==> src/rtl/msk_ctrl_pkg.sv <==
// Shared types and helpers for the masked round sequencer.
// Latency: n/a (types and constant functions only).
// Backpressure: n/a.
package msk_ctrl_pkg;

  typedef enum logic [1:0] {
    ST_IDLE = 2'd0,
    ST_RUN  = 2'd1,
    ST_DONE = 2'd2
  } state_t;

  // Index width for a counter of n positions; never narrower than one bit.
  function automatic int clog2_min1(input int n);
    return (n < 2) ? 1 : $clog2(n);
  endfunction

endpackage

==> src/rtl/msk_round_cnt.sv <==
// Two-level stage/round counter stepping the masked datapath schedule.
// Latency: counters update one cycle after clr/inc; wrap is combinational from the registers.
// Backpressure: holds whenever inc is low; clr has priority over inc.
module msk_round_cnt
  import msk_ctrl_pkg::*;
#(
  parameter int NROUNDS = 12,
  parameter int LAT     = 1,
  parameter int RW      = clog2_min1(NROUNDS),
  parameter int SW      = clog2_min1(LAT)
) (
  input  logic          clk,
  input  logic          rst,
  input  logic          clr,
  input  logic          inc,
  output logic [RW-1:0] round,
  output logic [SW-1:0] stage,
  output logic          wrap
);

  logic stage_end;

  assign stage_end = (stage == SW'(LAT - 1));
  // Last stage of the last round: the next advance finishes the operation.
  assign wrap      = stage_end && (round == RW'(NROUNDS - 1));

  // Stage counts within a round; round steps on stage rollover and returns to 0 after the final round.
  always_ff @(posedge clk or posedge rst) begin
    if (rst) begin
      round <= '0;
      stage <= '0;
    end else if (clr) begin
      round <= '0;
      stage <= '0;
    end else if (inc) begin
      if (stage_end) begin
        stage <= '0;
        round <= wrap ? '0 : round + RW'(1);
      end else begin
        stage <= stage + SW'(1);
      end
    end
  end

endmodule

==> src/rtl/msk_round_ctrl.sv <==
// Sequencer for an iterated masked round datapath: load, NROUNDS*LAT advance steps, result handoff.
// Latency: RUN from the cycle after load; out_valid NROUNDS*LAT cycles later plus one per randomness stall.
// Backpressure: advances only when rnd_valid; DONE holds out_valid until out_ready; no load accepted while busy.
module msk_round_ctrl
  import msk_ctrl_pkg::*;
#(
  parameter int NROUNDS = 12,
  parameter int LAT     = 1,
  parameter int RW      = clog2_min1(NROUNDS),
  parameter int SW      = clog2_min1(LAT)
) (
  input  logic          clk,
  input  logic          rst,
  input  logic          in_valid,
  output logic          in_ready,
  input  logic          rnd_valid,
  output logic          rnd_ready,
  output logic          dp_load,
  output logic          dp_en,
  output logic [RW-1:0] round,
  output logic [SW-1:0] stage,
  output logic          last,
  output logic          out_valid,
  input  logic          out_ready,
  output logic          busy
);

  state_t state, state_nxt;
  logic   cnt_clr;
  logic   cnt_inc;
  logic   cnt_wrap;

  msk_round_cnt #(
    .NROUNDS(NROUNDS),
    .LAT    (LAT),
    .RW     (RW),
    .SW     (SW)
  ) u_cnt (
    .clk  (clk),
    .rst  (rst),
    .clr  (cnt_clr),
    .inc  (cnt_inc),
    .round(round),
    .stage(stage),
    .wrap (cnt_wrap)
  );

  // State register; reset forces IDLE immediately regardless of progress.
  always_ff @(posedge clk or posedge rst) begin
    if (rst) begin
      state <= ST_IDLE;
    end else begin
      state <= state_nxt;
    end
  end

  // Next state and datapath mux selects; hold (both selects low) unless a state says otherwise.
  // dp_load is masked during reset so the datapath is never loaded while the controller is held.
  always_comb begin
    state_nxt = state;
    in_ready  = 1'b0;
    dp_load   = 1'b0;
    dp_en     = 1'b0;
    rnd_ready = 1'b0;
    cnt_clr   = 1'b0;
    cnt_inc   = 1'b0;
    case (state)
      ST_IDLE: begin
        in_ready = 1'b1;
        if (in_valid && !rst) begin
          dp_load   = 1'b1;
          cnt_clr   = 1'b1;
          state_nxt = ST_RUN;
        end
      end
      ST_RUN: begin
        rnd_ready = rnd_valid;
        dp_en     = rnd_valid;
        cnt_inc   = rnd_valid;
        if (rnd_valid && cnt_wrap) begin
          state_nxt = ST_DONE;
        end
      end
      ST_DONE: begin
        if (out_ready) begin
          state_nxt = ST_IDLE;
        end
      end
      default: state_nxt = ST_IDLE;
    endcase
  end

  assign busy      = (state != ST_IDLE);
  assign out_valid = (state == ST_DONE);
  assign last      = (state == ST_RUN) && (round == RW'(NROUNDS - 1));

endmodule
==> config.mk <==
export PLATFORM = sky130hd
export DESIGN_NAME = msk_round_ctrl
export DESIGN_NICKNAME = d
export VERILOG_FILES = /design/src/rtl/msk_ctrl_pkg.sv /design/src/rtl/msk_round_cnt.sv /design/src/rtl/msk_round_ctrl.sv
export SDC_FILE = /design/constraint.sdc
export NUM_CORES = 1
export LEC_CHECK = 0
export CORE_AREA = 4 4 41 43
export CTS_BUF_LIST = sky130_fd_sc_hd__clkbuf_2 sky130_fd_sc_hd__clkbuf_4 sky130_fd_sc_hd__clkbuf_8
export DETAILED_ROUTE_END_ITERATION = 8
export DIE_AREA = 0 0 45 47
export SKIP_CTS_REPAIR_TIMING = 1
export SYNTH_ARGS = -nofsm -noshare
export SYNTH_HDL_FRONTEND = slang
export SYNTH_SLANG_ARGS = --single-unit
==> constraint.sdc <==
create_clock -name clk -period 2.75 [get_ports clk]
set_input_delay 0.6875 -clock clk [delete_from_list [all_inputs] [get_ports clk]]
set_output_delay 0.6875 -clock clk [all_outputs]
set_load 0.005 [all_outputs]
==> Word level (Yosys, flattened, before mapping) <==
Index checks and enable logic that the tools add are counted.
{ "word_totals": {"ff_bits": 7, "in_bits": 5, "out_inout_bits": 12, "elab_cells": 38} }
{ "classes": {"add_sub_neg": 2, "eq_ne": 7, "muxes": 15, "bitwise": 1, "n_reduce_logical": 10} }
{ "ops": {"columns": ["cell", "n"], "rows": [
  ["4-bit 2-to-1 mux", 4],
  ["1-bit 2-to-1 mux", 7],
  ["2-bit 2-to-1 mux", 3],
  ["2-bit inequality test, second input constant", 3],
  ["2-bit one-hot mux with 3 select lines", 1],
  ["4-bit by 1-bit adder with 4-bit output, second input constant", 1],
  ["4-bit equality test, second input constant", 1],
  ["1-bit logical AND", 4],
  ["2-bit nonzero test", 2],
  ["3-bit AND reduction", 1],
  ["2-bit by 1-bit equality test with 1-bit output, second input constant", 1],
  ["2-bit equality test, second input constant", 1],
  ["2-bit zero test", 1],
  ["2-bit by 1-bit inequality test with 1-bit output, second input constant", 1],
  ["2-bit AND reduction", 1],
  ["1-bit adder, second input constant", 1],
  ["1-bit zero test", 1],
  ["1-bit inverter", 1]
]} }

==> Logic depth before layout (Yosys ltp) <==
Gate-level depths: netlist of run 1.
{ "depth": {"ltp_word": 6, "ltp_mapped": 4, "ltp_nobuf": 4} }

==> Hierarchy <==
From an unflattened synthesis of run 1, not the netlist that was laid out.
{ "unflattened": {"hier_cells": 41, "hier_area_um2": 366.6} }
{ "modules_own_cells": {"columns": ["module", "n_inst", "cells_per_inst", "area_each_um2", "seq_area_each_um2"], "rows": [
  ["msk_round_cnt", 1, 24, 219.0, 100.1],
  ["msk_round_ctrl", 1, 17, 147.6, 50.0]
]} }

==> Worst setup path before layout of run 1 <==
OpenSTA, ideal clock, no wires.
{ "synth_path": {"kind": "input to output", "from": "input port rnd_valid", "to": "output port rnd_ready", "arrival_ns": 1.033, "required_time_ns": 2.062, "path_slack_ns": 1.030, "path_stages": 2, "n_path_buf": 1, "cell_sequence": "and3b_2 > buf_4"} }
{ "synth_via": {"elab_chain_cells": 1} }
{ "synth_rtl": {"columns": ["item", "line", "source"], "rows": [
  ["start: declaration", "msk_round_ctrl.sv:16", "input logic rnd_valid,"],
  ["1-bit 2-to-1 mux", "msk_round_ctrl.sv:67", "case (state)"],
  ["end: declaration", "msk_round_ctrl.sv:17", "output logic rnd_ready,"]
]} }
No other way between the ends.

==> Worst setup path after layout of run 1 <==
{ "layout_path": {"from": "input port rnd_valid", "to": "output port dp_en"} }
{ "layout_via": {"elab_chain_cells": 1} }
{ "layout_rtl": {"columns": ["item", "line", "source"], "rows": [
  ["1-bit 2-to-1 mux", "msk_round_ctrl.sv:67", null],
  ["end: declaration", "msk_round_ctrl.sv:19", "output logic dp_en,"]
]} }
No other way between the ends.

==> qor.txt, run 1 <==
run status: finished clean
post-synth top area cell: dfrtp_1
Hold Path Stages: 1
Peak supply drop: 0.000327 V
vias in the first global route: 305
routed wire length: 808 um
CP max FO: 5
RSZ-0062 raised after global routing: no
CP peak stage delay: 0.52 ns
Clock Pin Slew Worst Setup and Hold Paths: 0.04 ns
Simple-Gate Fraction of Synth Area: 25.6%
Crit Reg-Reg Startpoint: state[0]
initial antenna violation count: 0
DR iter-0 viols: 9
Post-Syn Instances: 41
Final Util: 42.7%
most numerous cell on the critical path: clkdlybuf4s50_1
first-pass GRT wire length: 1290 um
initial core utilization: 28.6%
gpl congestion: 0.728
critical path type: input pin to output port
worst reg2reg path depth: 3
CP startpoint: rnd_valid
wire length per cell: 11.1 um
Compound-Gate Fraction of Synth Area: 14.5%
Synth Area in XOR/XNOR: 2.36%
Clock Path Buffers: 2
post-synthesis sequential area ratio: 40.4%
endpoints failing hold: 0
library cells used by synthesis: 23
mux cell area share after synthesis: 2.69%
CP max-delay cell: clkdlybuf4s50_1
Via density: 4.56
# Max-Cap Violations: 0
port buffer count: 15
# fillers: 148
Skew-Pair Late Insertion Delay: 0.24 ns
Global Route Usage Sum: 8.76%
Final Skew: 0.00205 ns
Core Box Area: 0.00130 mm2
total die area: 0.00212 mm2
Critical Path Stages: 3
Horiz. Die Dim: 45 um
post-route antenna net violation count: 0
CP delay by family, top: buffers and inverters
ant diodes: 0
TritonCTS Sinks: 6
final net count: 66
Cell Chain, Critical Path: clkdlybuf4s50_1 -> and3b_2 -> clkdlybuf4s50_1
final setup TNS: 0 ns
H-tree depth: 1
Worst EP required: 2.06 ns
total power: 0.000466 W
Area Overhead vs Synth: 49.5%
GRT overflow: 0
minimum clock period: 2.66 ns
CTS tree: built
CP arrival: 1.97 ns
post-synthesis cell area: 372 um2
Row Count: 13
Syn Area/Cell: 9.06 um2
CP Buf/Inv Count: 2
Pleak: 0.260 nW
Root Buffer Master: clkbuf_4
syn_nets: 47
largest net degree at the start of global routing: 9
Synth area leaders: dfrtp_1 (40%), inv_1 (6.1%), nand2_1 (6.1%)
flops & latches, synth: 6
Period Utilization, post-route: 96.7%
Yosys top cell area share: 40.4%
# DRC: 0
Max Slew Vio Count: 0
# IOs: 17
endpoint class of the critical path: output port
layout cells sized above 1: 15.5%
power density over the cells: 838 mW/mm2
CTS Buf Count: 3
max frequency: 376 MHz
hold path startpoint: u_cnt.round[0]
die height: 47 um
Pre-antenna DRT Iters: 4
startpoint types: input pin
routed vias: 333
largest family of logic cells by synthesized area: simple AND/OR/NAND/NOR gates
Post-Synth Adder-Cell Area: 3.37%
final setup fails: 0
warnings from Yosys: 0
hpwl dp: 656 um
worst hold path type: flip-flop to flip-flop
## placed cells by master, fill, tap and decap left out, drive strengths merged, types with 2 or more instances in the layout
| cell type | count |
|---|---|
| a21oi | 2 |
| a31oi | 2 |
| clkbuf | 3 |
| clkdlybuf4s50 | 15 |
| dfrtp | 6 |
| inv | 6 |
| nand2 | 6 |
| nand3 | 2 |
## cell type report
type / instances / area (um2) / area share (%)
multi-input combinational: 27 / 184 / 33.1
timing repair buffer: 16 / 158 / 28.4
sequential: 6 / 150 / 27.0
clock buffer: 3 / 22.5 / 4.05
inverter: 6 / 22.5 / 4.05
tap: 15 / 18.8 / 3.38
## routing by layer
metal  GRT usage, %  share of wire [%]  vias up
met3           2.68                8.0        0
met5              0                  0        -
li1               -                  -      169
met2           10.2                 42       15
met4           7.02                  0        0
met1           12.8                 49      149
## path summary, 6_finish.rpt
path                                       end  slack (ns)
worst max-delay path                     dp_en        0.09
worst min-delay path            u_cnt.round[0]        0.54
worst max register to register  u_cnt.round[1]        1.45
worst min register to register  u_cnt.round[0]        0.54
max in group asynchronous       u_cnt.round[1]        1.87
min in group asynchronous             state[1]        0.76
## stage by stage
stage	worst slack, ns	area, um2	hold slack, ns	instances
2_1_floorplan	1.03	372	0.484	41
5_1_grt	0.0450	556	0.596	73
3_3_place_gp	0.109	533	0.542	70
6_report	0.0915	556	0.544	73
4_1_cts	0.0884	556	0.549	73
3_5_place_dp	0.0929	533	0.545	70
## report_power, final
group / internal [W] / leakage, nW / total, W / switching (W)
combinational: 0.000141 / 0.172 / 0.000227 / 0.0000860
clock: 0.0000490 / 0.0138 / 0.0000757 / 0.0000267
sequential: 0.000122 / 0.0733 / 0.000163 / 0.0000417
total: 0.000311 / 0.260 / 0.000466 / 0.000154
## cell families after synthesis
group	Yosys count
AOI/OAI and AO/OA	7
adders and majority gates	1
other	1
muxes	1
DFF	6
and+or+nand+nor	16
xor gates and xnor gates	1
buffers and inverters	8
## synth_stat cells
library cell / number
or3b_4: 1
conb_1: 1
buf_4: 2
or2_2: 1
and2b_2: 1
dfrtp_1: 6
ha_1: 1
nor2_1: 1
mux2i_1: 1
nand2_1: 6
a31oi_1: 2
xnor2_1: 1
and3b_2: 1
o21ai_0: 1
and3_1: 1
nand4b_1: 1
nand3_1: 2
nand3b_1: 1
a21oi_4: 1
a21oi_1: 1
o22ai_1: 1
inv_1: 6
o2bb2ai_1: 1
## sequential cells by signal, indices dropped and copies added, names as in the netlist
register and cells:
u_cnt.round 4, state 2
## worst register-to-register path, cell delays in order (launching register included)
cell,delay [ns]
dfrtp_1,0.44
or3b_4,0.45
a21oi_4,0.15
o21ai_0,0.12
Power figures use the tool's default switching activity.
==> run 2: changes to the inputs <==
--- a/config.mk
+++ b/config.mk
@@ -5,6 +5,7 @@
 export SDC_FILE = /design/constraint.sdc
 export NUM_CORES = 1
 export LEC_CHECK = 0
+export CAP_MARGIN = 25
 export CORE_AREA = 4 4 41 43
 export CTS_BUF_LIST = sky130_fd_sc_hd__clkbuf_2 sky130_fd_sc_hd__clkbuf_4 sky130_fd_sc_hd__clkbuf_8
 export DETAILED_ROUTE_END_ITERATION = 8
==> results of run 2 <==
No change in the layout: final DEF, timing and power equal those of run 1.
